==> src/rtl/lane_pattern_gen.sv <==
// Lane pattern generator: fills a 16-bit lane row one bit per cycle from an LFSR,
// laying down fixed-length cars separated by forced gaps. Define PATTERN_MIRROR_EN for a bit-reversed (left-moving) option.
module lane_pattern_gen #(
  parameter int CAR_LEN = 3,
  parameter int GAP_MIN = 2
) (
  input  logic        clk,
  input  logic        reset,
  input  logic        req,
  input  logic [15:0] seed,
  input  logic        seed_load,
  input  logic [1:0]  density,
`ifdef PATTERN_MIRROR_EN
  input  logic        dir,
`endif
  output logic [15:0] pattern,
  output logic        pattern_valid,
  output logic        busy
);

  typedef enum logic [1:0] {
    IDLE,
    GEN,
    READY
  } state_t;

  localparam logic [15:0] LFSR_MASK    = 16'hB400;
  localparam logic [15:0] LFSR_DEFAULT = 16'hACE1;
  localparam logic [3:0]  CAR_RUN_INIT = 4'(CAR_LEN - 1);
  localparam logic [3:0]  GAP_INIT     = 4'(GAP_MIN);

  state_t      r_state;
  logic [15:0] r_lfsr;
  logic [14:0] r_shift;
  logic [3:0]  r_bitCnt;
  logic [3:0]  r_run;
  logic [3:0]  r_gap;
  logic [1:0]  r_density;
  logic [15:0] r_pattern;
  logic        r_valid;
  logic        r_busy;
`ifdef PATTERN_MIRROR_EN
  logic        r_dir;
`endif

  logic [3:0]  w_thr;
  logic        w_bit;
  logic [3:0]  w_runNext;
  logic [3:0]  w_gapNext;
  logic [15:0] w_word;
  logic [15:0] w_final;
  logic [15:0] w_lfsrStep;
  logic [15:0] w_seedVal;

  always_comb begin
    unique case (r_density)
      2'd0:    w_thr = 4'd2;
      2'd1:    w_thr = 4'd4;
      2'd2:    w_thr = 4'd8;
      default: w_thr = 4'd12;
    endcase
  end

  // Bit priority: finish the running car, then the forced gap, then roll the LFSR.
  always_comb begin
    w_bit     = 1'b0;
    w_runNext = r_run;
    w_gapNext = r_gap;
    if (r_run != 4'd0) begin
      w_bit     = 1'b1;
      w_runNext = r_run - 4'd1;
      if (r_run == 4'd1) w_gapNext = GAP_INIT;
    end else if (r_gap != 4'd0) begin
      w_gapNext = r_gap - 4'd1;
    end else if (r_lfsr[3:0] < w_thr) begin
      w_bit     = 1'b1;
      w_runNext = CAR_RUN_INIT;
      if (CAR_RUN_INIT == 4'd0) w_gapNext = GAP_INIT;
    end
  end

  assign w_word = {r_shift, w_bit};

  always_comb begin
    logic [15:0] w_nonEmpty;
    w_nonEmpty = (w_word == 16'h0000) ? 16'h8000 : w_word;
    w_final    = w_nonEmpty;
`ifdef PATTERN_MIRROR_EN
    if (r_dir) begin
      for (int i = 0; i < 16; i++) w_final[i] = w_nonEmpty[15 - i];
    end
`endif
  end

  assign w_lfsrStep = r_lfsr[0] ? ((r_lfsr >> 1) ^ LFSR_MASK) : (r_lfsr >> 1);
  assign w_seedVal  = (seed == 16'h0000) ? LFSR_DEFAULT : seed;

  // A seed load overrides the step but leaves the FSM and bit position untouched.
  always_ff @(posedge clk or negedge reset) begin
    if (!reset) begin
      r_state   <= IDLE;
      r_lfsr    <= LFSR_DEFAULT;
      r_shift   <= '0;
      r_bitCnt  <= '0;
      r_run     <= '0;
      r_gap     <= '0;
      r_density <= '0;
      r_pattern <= '0;
      r_valid   <= 1'b0;
      r_busy    <= 1'b0;
`ifdef PATTERN_MIRROR_EN
      r_dir     <= 1'b0;
`endif
    end else begin
      if (seed_load) begin
        r_lfsr <= w_seedVal;
      end else if (r_state == GEN) begin
        r_lfsr <= w_lfsrStep;
      end

      unique case (r_state)
        IDLE: begin
          r_state   <= GEN;
          r_busy    <= 1'b1;
          r_bitCnt  <= '0;
          r_run     <= '0;
          r_gap     <= '0;
          r_shift   <= '0;
          r_density <= density;
`ifdef PATTERN_MIRROR_EN
          r_dir     <= dir;
`endif
        end
        GEN: begin
          r_shift  <= w_word[14:0];
          r_run    <= w_runNext;
          r_gap    <= w_gapNext;
          r_bitCnt <= r_bitCnt + 4'd1;
          if (r_bitCnt == 4'd15) begin
            r_state   <= READY;
            r_pattern <= w_final;
            r_valid   <= 1'b1;
            r_busy    <= 1'b0;
          end
        end
        READY: begin
          if (req) begin
            r_state   <= GEN;
            r_valid   <= 1'b0;
            r_busy    <= 1'b1;
            r_bitCnt  <= '0;
            r_run     <= '0;
            r_gap     <= '0;
            r_shift   <= '0;
            r_density <= density;
`ifdef PATTERN_MIRROR_EN
            r_dir     <= dir;
`endif
          end
        end
        default: begin
          r_state <= IDLE;
          r_valid <= 1'b0;
          r_busy  <= 1'b0;
        end
      endcase
    end
  end

  assign pattern       = r_pattern;
  assign pattern_valid = r_valid;
  assign busy          = r_busy;

endmodule
==> config.mk <==
export PLATFORM = sky130hd
export DESIGN_NAME = lane_pattern_gen
export DESIGN_NICKNAME = d
export VERILOG_FILES = /design/src/rtl/lane_pattern_gen.sv
export SDC_FILE = /design/constraint.sdc
export NUM_CORES = 1
export LEC_CHECK = 0
export BUFFER_PORTS_ARGS = -buffer_cell sky130_fd_sc_hd__clkbuf_2
export CAP_MARGIN = 20
export CORE_MARGIN = 8
export CORE_UTILIZATION = 50
export CTS_BUF_LIST = sky130_fd_sc_hd__clkbuf_4 sky130_fd_sc_hd__clkbuf_8
export DETAILED_ROUTE_END_ITERATION = 10
export MAX_ROUTING_LAYER = met4
export PLACE_DENSITY = 0.71
export SLEW_MARGIN = 15
export SYNTH_ARGS = -nofsm -noshare
export SYNTH_HDL_FRONTEND = slang
export SYNTH_SLANG_ARGS = --single-unit
==> constraint.sdc <==
create_clock -name clk -period 2.7 [get_ports clk]
set_input_delay 0.405 -clock clk [delete_from_list [all_inputs] [get_ports clk]]
set_output_delay 0.405 -clock clk [all_outputs]
set_load 0.01 [all_outputs]
==> metrics list, run 1 <==
* Leading register cell type out of synthesis: dfrtp_1
- Total die area: 8600 sq um
- The placed instances occupy a cell area of 3220 sq um.
- Dividing the detail-routed via count by the number of cells gives 5.67.
* Post-route cell area: 3390 sq um
* Final max-slew violation count: 0
* Final Util: 58.3%
* Setup slack of the worst register-to-register path: 0.64 ns
- Clock latency on the worst-skew pair, taken at its later pin, is 0.33 ns.
- The total overflow left after global routing is 0.
* Initial core utilization: 50.6%
- Remaining antenna violation count after routing: 0
- I/O pin count: 40
- Launch point of the worst reg-to-reg path: r_run[0]
* Overall via count from detail_route: 2196
- Global-route wire length before repair: 10.1 mm
- Transition time at the pin with the least slew margin: 0.578 ns
- Layout Nets: 337
- After detailed routing, the total wire length is 5.82 mm.
- The pre-antenna-repair detailed-routing pass consisted of 4 iterations.
* Warnings, synthesis: 0
- Antenna violations before repair: 0
* Top achievable clock speed: 485 MHz
* GRT Overall Usage: 15.0%
* Worst setup EP type: flop
* Flops & latches, synth: 65
* Data arrival time of the worst path: 2.28 ns
- Setup total negative slack on the finished layout was measured at 0 ns.
- Estimated wirelength of the detail-placed design: 4.08 mm
- Final setup violation count: 0
- Total power density per cell area: 1090 nW/um^2
* RSZ-0062 raised after global routing: no
- Cell area after synthesis: 2940 sq um
- Diodes inserted: 0
- After synthesis, the largest area contributor takes up 48.5% of total cell area.
- Clk_skew: 0.00695 ns
- Leakage power: 1.57 nW
- For this block, the initial DRC count from the detailed router was 91.
- Buffer type at the clock tree root: clkbuf_8
* Number of buffers inserted during clock tree synthesis: 9
- Number of gates resized after cts: 0
- In the final layout, the share of cells above drive strength 1 is 28.8%.
- TritonCTS built the clock tree.
- Number of flops mapped to enable cells by yosys: 0
- Buffers added to address setup during post-CTS repair amount to 0.
- The worst register-to-register path has a depth of 6.
- The floorplan has 28 rows.
- Type of the worst setup path: flop to flop
* Result of the run: complete, no violations
* Top library cells by usage in the layout, fill and taps aside: dfrtp_1 (57), clkbuf_2 (39), nor2_1 (30)
- Port buffer count: 39
- Across the run, the number of max-cap violations was 0.
- Required time at the worst-slack endpoint: 2.92 ns
- Of all nets on the critical path, the largest fanout is 5.
* Core Footprint: 5820 sq um
* Clk slew on worst S/H paths: 0.07 ns
* Vias in the first global route: 2190
- Cells after synthesis: 265
- Area growth, synth to finish: 15.1%
- Number of unique standard cell types used by synthesis: 43
- Average instance area after synthesis: 11.1 sq um
- The worst setup path is launched from a flop.
* Sinks on the clock net: 65
- Of the synthesized area, sequential elements account for 55.6%.
- Largest area contributor in the netlist: dfrtp_1
- IR analysis of the VDD net gives a maximum drop of 0.516 mV.
- Counting I/O delays and the setup requirement, the final critical path takes 2.06 ns.
* Worst hold margin: 0.0546 ns
- Fin crit share: 76.4%
- The worst register-to-register path ends at r_gap[1].
* Share of synthesized flip-flops with an asynchronous set or reset: 100%
- By area the synthesized netlist is led by dfrtp_1 (48%), dfstp_2 (7.1%), mux2_2 (5.4%).
* Pin count of the biggest net entering global routing: 34
- Leaving out fill and tap cells, the most frequent cell in the layout is dfrtp_1.
- The die is 92.7 um tall.
- Bufs on Longest Clock Path: 2
- Final Wtd Congestion: 0.807
- In this run the tightest slew margin relative to its limit is 61.3%.
- The number of hold buffers added after CTS was 0.
* Synthesized Nets: 295
- Average wire length per cell after detail routing: 15.0 um
* Number of hold-slack violations in the final timing report: 0
- Final routed DRC violation total: 0
- The H-tree generated during clock tree synthesis spans 3 levels.
- The tightest min-delay check is of the primary input to async pin type.
* Horizontal die dimension: 92.7 um
## metal layers
metal,global-route usage (%),wire [um],share of wire [%]
met5,-,0,0
met4,7.52,87,1.5
met3,2.99,203,3.5
met2,22.5,2780,48
met1,19.1,2750,47
## state kept, by name, summed over array words and instances (netlist names)
| name | cells |
|---|---|
| r_density | 2 |
| r_shift | 15 |
| pattern | 16 |
| r_lfsr | 16 |
| pattern_valid | 1 |
| r_bitCnt | 4 |
| r_state | 2 |
| busy | 1 |
| r_run | 4 |
| r_gap | 4 |
## worst max-delay path by stage
stage                  start        to  slack [ns]  depth (start not counted)
finish              r_run[0]  r_gap[1]        0.64                          6
global route        r_run[0]  r_gap[3]        0.53                          6
CTS                 r_run[0]  r_gap[1]        0.64                          6
detailed placement  r_run[0]  r_gap[1]        0.66                          6
global placement    r_run[0]  r_gap[1]        0.71                          6
floorplan           r_run[0]  r_gap[1]        0.75                          6
## cell type report
cell class	count	area, sq um
inverters	9	33.8
well taps	75	93.8
clock buffers	9	124
fillers	540	2430
clock inverters	7	46.3
flip-flops and latches	65	1640
repair buffers	44	233
multi-input cells	178	1220
## critical path, stage by stage, from the launching register on
cell and delay, ns:
dfrtp_1 0.42, inv_1 0.10, ha_1 0.20, or3b_1 0.40, o211a_1 0.28, or2_4 0.26
mux2_4 0.29
## power by group
part / internal [mW] / switching [mW] / total (mW)
registers: 1.39 / 0.312 / 1.70
logic: 0.638 / 0.660 / 1.30
clock network: 0.332 / 0.376 / 0.708
total: 2.36 / 1.35 / 3.71
## metrics by stage
| stage | power, mW | worst slack [ns] | cells |
|---|---|---|---|
| 2_1_floorplan | 2.61 | 0.751 | 265 |
| 3_3_place_gp | 2.97 | 0.708 | 371 |
| 3_5_place_dp | 3.02 | 0.660 | 371 |
| 4_1_cts | 3.75 | 0.642 | 387 |
| 5_1_grt | 3.99 | 0.525 | 387 |
| 6_report | 3.71 | 0.637 | 387 |
## synth_stat cells (2+ instances only)
cell type   n
a21oi_1    13
a22o_1     15
a31oi_1     2
buf_2       4
clkbuf_1    8
dfrtp_1    57
dfstp_2     8
ha_1        8
inv_1       9
mux2_2     14
mux2i_1     7
nand2_1    18
nand3_1     3
nand4_1     2
nor2_1     30
nor3_1      2
nor3b_1     2
nor4_1      9
o21ai_0    21
o22a_1      8
xnor2_1     3
## cells by family (layout without fill, tap and decap cells)
family | Yosys count | after routing | share of synthesized area [%]
XOR/XNOR | 3 | 3 | 0.893
buffers and inverters | 22 | 69 | 2.98
AND/OR/NAND/NOR | 75 | 75 | 12.2
AO/OA/AOI/OAI | 70 | 70 | 16.6
adder cells (fa/ha/maj) | 8 | 8 | 3.40
multiplexers | 22 | 22 | 8.25
flip-flops | 65 | 65 | 55.6
(Power assumes the default switching activity.)
==> run 2, diff against run 1 <==
==> constraint.sdc (replaced) <==
create_clock -name clk -period 2.1 [get_ports clk]
set_input_delay 0.315 -clock clk [delete_from_list [all_inputs] [get_ports clk]]
set_output_delay 0.315 -clock clk [all_outputs]
set_load 0.01 [all_outputs]
==> run 2 against run 1 <==
- worst setup slack got worse by 0.55 ns
- core utilization increased by 2.1 points
- final area increased by 3.5%
- sequential cell count unchanged
- sequential share of layout area decreased by 1.7 points
- clock skew about the same
- sequential power increased by 29%
- cell count increased by 1.3%
- clock-buffer cell count increased by 1
- global-route usage increased by 0.64 points
- largest cell class unchanged
==> metrics list, run 2 (synthesis results as in run 1) <==
- Pre-CTS setup slack: 0.0589 ns (-0.601 ns)
* Leakage power: 1.62 nW (+3.1%)
- The initial standard-cell utilization of the core was 50.6% (unchanged).
- Horizontal die dimension: 92.7 um (unchanged)
* Worst setup EP type: flop
* Max rail drop VDD: 0.635 mV (+23%)
- The final critical delay including setup and external delays is 2.01 ns (-0.0509 ns).
- Share of cells above drive strength 1: 30.6% (+1.8 points)
- The via total after detailed routing came to 2158 (-1.7%).
- The first-pass detailed-route iteration total came to 4 (unchanged).
* Average wire length per cell after detail routing: 15.5 um (+2.9%)
- Min-Delay Path Depth: 3
* Row cnt: 28 (unchanged)
- Global-route wire length before repair: 10.4 mm (+2.9%)
- Core Footprint: 5820 sq um (unchanged)
- The sum of routed wire length over all layers came to 6.07 mm (+4.2%).
- Type of the worst setup path: flop to flop
* CTS tree: done
- The final worst-path cycle share was 95.8% (+19 points).
* Die boundary height: 92.7 um (unchanged)
- Sequential cell area: 1640 sq um (unchanged)
- The I/O pin total is 40 (unchanged).
- Buffer type at the clock tree root: clkbuf_8
- Total die area: 8600 sq um (unchanged)
- GRT Overall Usage: 15.7% (+0.64 points)
* Bufs on Longest Clock Path: 2 (unchanged)
* Sinks on the clock net: 65 (unchanged)
- The maximum clock frequency was 497 MHz (+2.5%).
* Layout Nets: 342 (+1.5%)
- Estimated wirelength of the detail-placed design: 4.29 mm (+5.2%)
- The final non-filler cell area was 3510 sq um (+3.5%).
- The final clock skew is 0.00722 ns (+0.000265 ns).
* Worst hold margin: 0.175 ns (+0.120 ns)
- Remaining antenna violation count after routing: 0 (unchanged)
* Summed negative setup slack over all endpoints: 0 ns (unchanged)
- Overflow left after global routing: 0 (unchanged)
* Final setup violation count: 0 (unchanged)
- Port buffer count: 39 (unchanged)
- The H-tree depth is 3 (unchanged).
- The worst relative slew slack came to 63.7% (+2.4 points).
- The count of max-cap constraint violations was 0 (unchanged).
- Nature of the critical path startpoint: flop
- The last weighted congestion value of the routability-driven placer was 0.758 (-6.1%).
* Area of the multi-input gates: 1230 sq um (+0.72%)
- The placed standard-cell area was 3250 sq um (+1.1%).
- The insertion delay to the later sink of the worst-skew pair was 0.34 ns (about the same).
- Maximum fanout count along the critical path: 4 (-1)
- Result of the run: complete, no violations
- Top library cells by usage in the layout, fill and taps aside: dfrtp_1 (57), clkbuf_2 (39), nor2_1 (30)
- The worst endpoint required time came to 2.33 ns (-0.59 ns).
- Compared with the post-synthesis result, the final layout area differs by 19.2%.
- The least setup slack across all paths after layout came to 0.0874 ns (-0.549 ns).
* Antenna violations before repair: 0 (unchanged)
* Path category of the worst min-delay check: primary input to flop
- Violation count after the first detailed-route iteration: 94 (+3.3%)
- RSZ-0062 raised after global routing: no
- The final count of pins violating max slew is 0 (unchanged).
- Total power density per cell area: 1460 nW/um^2 (+34%)
* Most frequent standard cell in the layout excluding fill and tap cells: dfrtp_1
* Number of hold-slack violations in the final timing report: 0 (unchanged)
- Number of filler instances in the final layout: 518 (-4.1%)
* R2R depth: 6 (unchanged)
- Data arrival time of the worst path: 2.24 ns (-0.04 ns)
- The number of diodes added for antenna fixing came to 0 (unchanged).
- The post-detailed-route via-to-cell ratio was 5.51 (-3.0%).
- Final routed DRC violation total: 0 (unchanged)
- Vias in the first global route: 2216 (+1.2%)
- The clock slew at the register clock pins of the worst setup and hold paths is 0.07 ns (about the same).
- Pin count of the biggest net entering global routing: 47 (+38%)
- The TritonCTS buffer count is 9 (unchanged).
- Transition time at the pin with the least slew margin: 0.544 ns (-0.0335 ns)
run 2: routing by layer:
| metal | global-route usage, % | wire length [um] |
|---|---|---|
| met1 | 19.0 | 2740 |
| met2 | 23.8 | 2970 |
| met3 | 4.29 | 233 |
| met4 | 7.38 | 131 |
| met5 | - | 0 |
run 2: path summary, 6_finish.rpt:
kind	startpoint	end	slack, ns
worst max-delay path	r_run[1]	r_gap[1]	0.09
worst min-delay path	density[1]	r_density[1]	0.17
worst max register to register	r_run[1]	r_gap[1]	0.09
worst min register to register	pattern[11]	pattern[11]	0.51
max in group asynchronous	reset	r_lfsr[13]	0.93
min in group asynchronous	reset	r_gap[3]	0.49
run 2: report_power, final:
part	internal [mW]	leakage, nW	switching [mW]	total (mW)
combinational	0.869	0.744	0.871	1.74
sequential	1.78	0.757	0.404	2.19
clock	0.704	0.116	0.494	1.20
run 2: per-stage QoR:
| step | utilization, % | std cells | power, mW |
|---|---|---|---|
| after detailed placement | 55.9 | 374 | 3.93 |
| final | 60.3 | 392 | 5.13 |
| after global routing | 60.3 | 392 | 5.49 |
| after floorplan | - | 265 | 3.35 |
| after global placement | 55.9 | 374 | 3.85 |
| after CTS | 60.0 | 391 | 5.16 |
run 2: what timing repair did:
action	4_1_cts	5_1_grt
hold endpoints to repair	15	0
buffers inserted	0	1
hold buffers	1	0
endpoints found under the setup margin	0	4
resized for setup	0	3
run 2: cell type report:
type	instances	share of cell area, %
Sequential cell	65	46.6
Multi-Input combinational cell	178	35.1
Timing Repair Buffer	49	8.13
Clock buffer	10	3.92
Tap cell	75	2.67
Clock inverter	6	2.60
Inverter	9	0.963
run 2: critical path, stage by stage (launching register included):
cell and delay [ns]:
dfrtp_1 0.40, inv_2 0.09, ha_2 0.19, or3b_1 0.40, o211a_1 0.27, or2_4 0.26, mux2_4 0.29
==> run 3, diff against run 2 <==
==> config.mk (replaced) <==
export PLATFORM = sky130hd
export DESIGN_NAME = lane_pattern_gen
export DESIGN_NICKNAME = d
export VERILOG_FILES = /design/src/rtl/lane_pattern_gen.sv
export SDC_FILE = /design/constraint.sdc
export NUM_CORES = 1
export LEC_CHECK = 0
export CAP_MARGIN = 20
export CORE_MARGIN = 8
export CORE_UTILIZATION = 50
export DETAILED_ROUTE_END_ITERATION = 10
export DONT_BUFFER_PORTS = 1
export MAX_ROUTING_LAYER = met4
export SLEW_MARGIN = 15
export SYNTH_ARGS = -nofsm -noshare
export SYNTH_HDL_FRONTEND = slang
export SYNTH_SLANG_ARGS = --single-unit
==> run 3 against run 2 <==
- final area down 6.9%
- core utilization decreased by 4.2 points
- clock skew rose by 0.0029 ns
- critical path depth did not move
- combinational power shrank 18%
- clock-buffer cell count grew 2
- global-route usage down 0.65 points
- sequential share of layout area grew 3.4 points
==> metrics list, run 3 (synthesis results as in run 1) <==
- Result of the run: complete, no violations
* Horizontal die dimension: 92.7 um (unchanged)
- Final routed DRC violation total: 0 (unchanged)
- The number of fill cells was 520 (+0.39%).
- The H-tree depth came to 3 (unchanged).
* Overall via count from detail_route: 2008 (-7.0%)
* Overflow left after global routing: 0 (unchanged)
- Average wire length per cell after detail routing: 16.6 um (+7.2%)
* I/O pin count: 40 (unchanged)
- The fraction of final layout cells with drive strength greater than 1 is 19.2% (-11 points).
- The via count of the first global-routing pass was 1983 (-11%).
* R2R depth: 6 (unchanged)
- Required time at the worst-slack endpoint: 2.32 ns (about the same)
- The initial antenna violation count was 0 (unchanged).
- Violation count after the first detailed-route iteration: 72 (-23%)
* Area growth, synth to finish: 11.0%
- Transition time at the pin with the least slew margin: 0.455 ns (-0.0897 ns)
* Estimated wirelength of the detail-placed design: 4.04 mm (-5.8%)
- The largest net degree at the start of global routing is 66 (+40%).
- Setup repair after global routing left no endpoint under its margin.
- The placed instance count came to 333 (-11%).
- The setup total negative slack came to 0 ns (unchanged).
* Diodes inserted: 0 (unchanged)
* Min-Delay Path Depth: 1 (-2)
- Leaving out fill and tap cells, the most frequent cells in the layout are dfrtp_1 (57), nor2_1 (30), o21ai_0 (21).
* Setup slack of the worst register-to-register path: 0.08 ns (about the same)
* Maximum fanout count along the critical path: 4 (unchanged)
* Buffer type at the clock tree root: clkbuf_8
* Nature of the critical path startpoint: flop
* Bufs on Longest Clock Path: 2 (unchanged)
* Final setup violation count: 0 (unchanged)
- Initial core utilization: 50.6% (unchanged)
- Remaining antenna violation count after routing: 0 (unchanged)
* Worst setup EP type: flop
* Total die area: 8600 sq um (unchanged)
- The number of cell rows was 28 (unchanged).
* Data arrival time of the worst path: 2.23 ns (about the same)
- Number of hold-slack violations in the final timing report: 0 (unchanged)
- The overall track demand over capacity in global routing is 15.0% (-0.65 points).
- Total power density per cell area: 1460 nW/um^2 (about the same)
- Total wire length after detailed routing: 5.83 mm (-4.0%)
- Clk slew on worst S/H paths: 0.07 ns (about the same)
* Clk_skew: 0.0101 ns (+0.00288 ns)
- Port buffer count: 0 (-100%)
- Sinks on the clock net: 65 (unchanged)
* Layout Nets: 301 (-12%)
- Final Wtd Congestion: 0.740 (-2.3%)
- Number of buffers inserted by post-CTS setup repair: 0 (unchanged)
- The library cell used most frequently in the layout, excluding fill and tap cells, is dfrtp_1.
- Final max-slew violation count: 0 (unchanged)
- The maximum VDD drop is 0.607 mV (-4.4%).
- The worst relative slew slack is 69.3% (+5.6 points).
* Fin crit share: 96.0% (+0.15 points)
- Final Instance Count excl. Fillers: 351 (-10%)
- Average vias per placed instance: 5.72 (+3.9%)
- The global-route wire length before repair came to 9.97 mm (-3.9%).
- CTS tree: done
- Core Footprint: 5820 sq um (unchanged)
- Leakage power: 1.43 nW (-12%)
- Detailed-router iteration count before antenna repair: 4 (unchanged)
- The count of max-cap constraint violations came to 0 (unchanged).
- The maximum clock frequency came to 496 MHz (-0.15%).
- The final critical delay including setup and external delays is 2.02 ns (+0.00306 ns).
- The TritonCTS buffer count was 9 (unchanged).
* Path category of the worst min-delay check: primary input to flop
* Type of the worst setup path: flop to flop
- The vertical die dimension came to 92.7 um (unchanged).
* Skew-Pair Late Insertion Delay: 0.33 ns (about the same)
==> run 3: layer usage <==
layer  vias up  routed length [um]  track usage, %
met1       992                2770            19.3
met2        32                2670            21.2
met5         -                   0               -
met3         9                 285            4.29
met4         0                 106            7.65
li1        975                   -               -
==> run 3: metrics by stage <==
step           setup WS [ns]  utilization, %  power (mW)  cell area, sq um  hold WS, ns
2_1_floorplan          0.151               -        3.35              2940       0.0194
3_3_place_gp           0.115            52.1        3.67              3030       0.0223
3_5_place_dp          0.0479            52.1        3.73              3030       0.0222
4_1_cts               0.0291            56.1        4.82              3260       0.0683
5_1_grt               0.0210            56.2        5.12              3270       0.0670
6_report              0.0843            56.2        4.77              3270       0.0800
==> run 3: final timing paths <==
check                            start          end
hold / removal               seed_load    r_lfsr[2]
min in group asynchronous        reset    r_lfsr[2]
setup / recovery              r_run[1]     r_gap[1]
hold reg to reg            r_bitCnt[3]  r_bitCnt[3]
setup reg to reg              r_run[1]     r_gap[1]
max in group asynchronous        reset    r_lfsr[7]
==> run 3: report_power, final <==
part | leakage [nW] | internal, mW | switching [mW] | total [mW]
Clock | 0.0970 | 0.584 | 0.463 | 1.05
Sequential | 0.757 | 1.78 | 0.508 | 2.29
Combinational | 0.575 | 0.736 | 0.697 | 1.43
==> run 3: critical path, cell delays in order, from the launching register on <==
cell and delay, ns:
dfrtp_1 0.39, inv_2 0.09, ha_2 0.20, or3b_1 0.39, o211a_1 0.27, or2_4 0.27
mux2_4 0.30
==> run 3: area by class of cell <==
cell class	count	area, sq um	area share [%]
clock inverters	4	51.3	1.57
repair buffers	8	82.6	2.53
well taps	75	93.8	2.87
inverters	9	33.8	1.03
multi-input cells	178	1220	37.5
clock buffers	12	145	4.44
flip-flops and latches	65	1640	50.1
==> run 3: what timing repair did <==
action / in CTS / in global routing
resized for setup: 0 / 2
hold buffers: 2 / 0
endpoints found under the hold margin: 65 / 0
endpoints found under the setup margin: 0 / 2
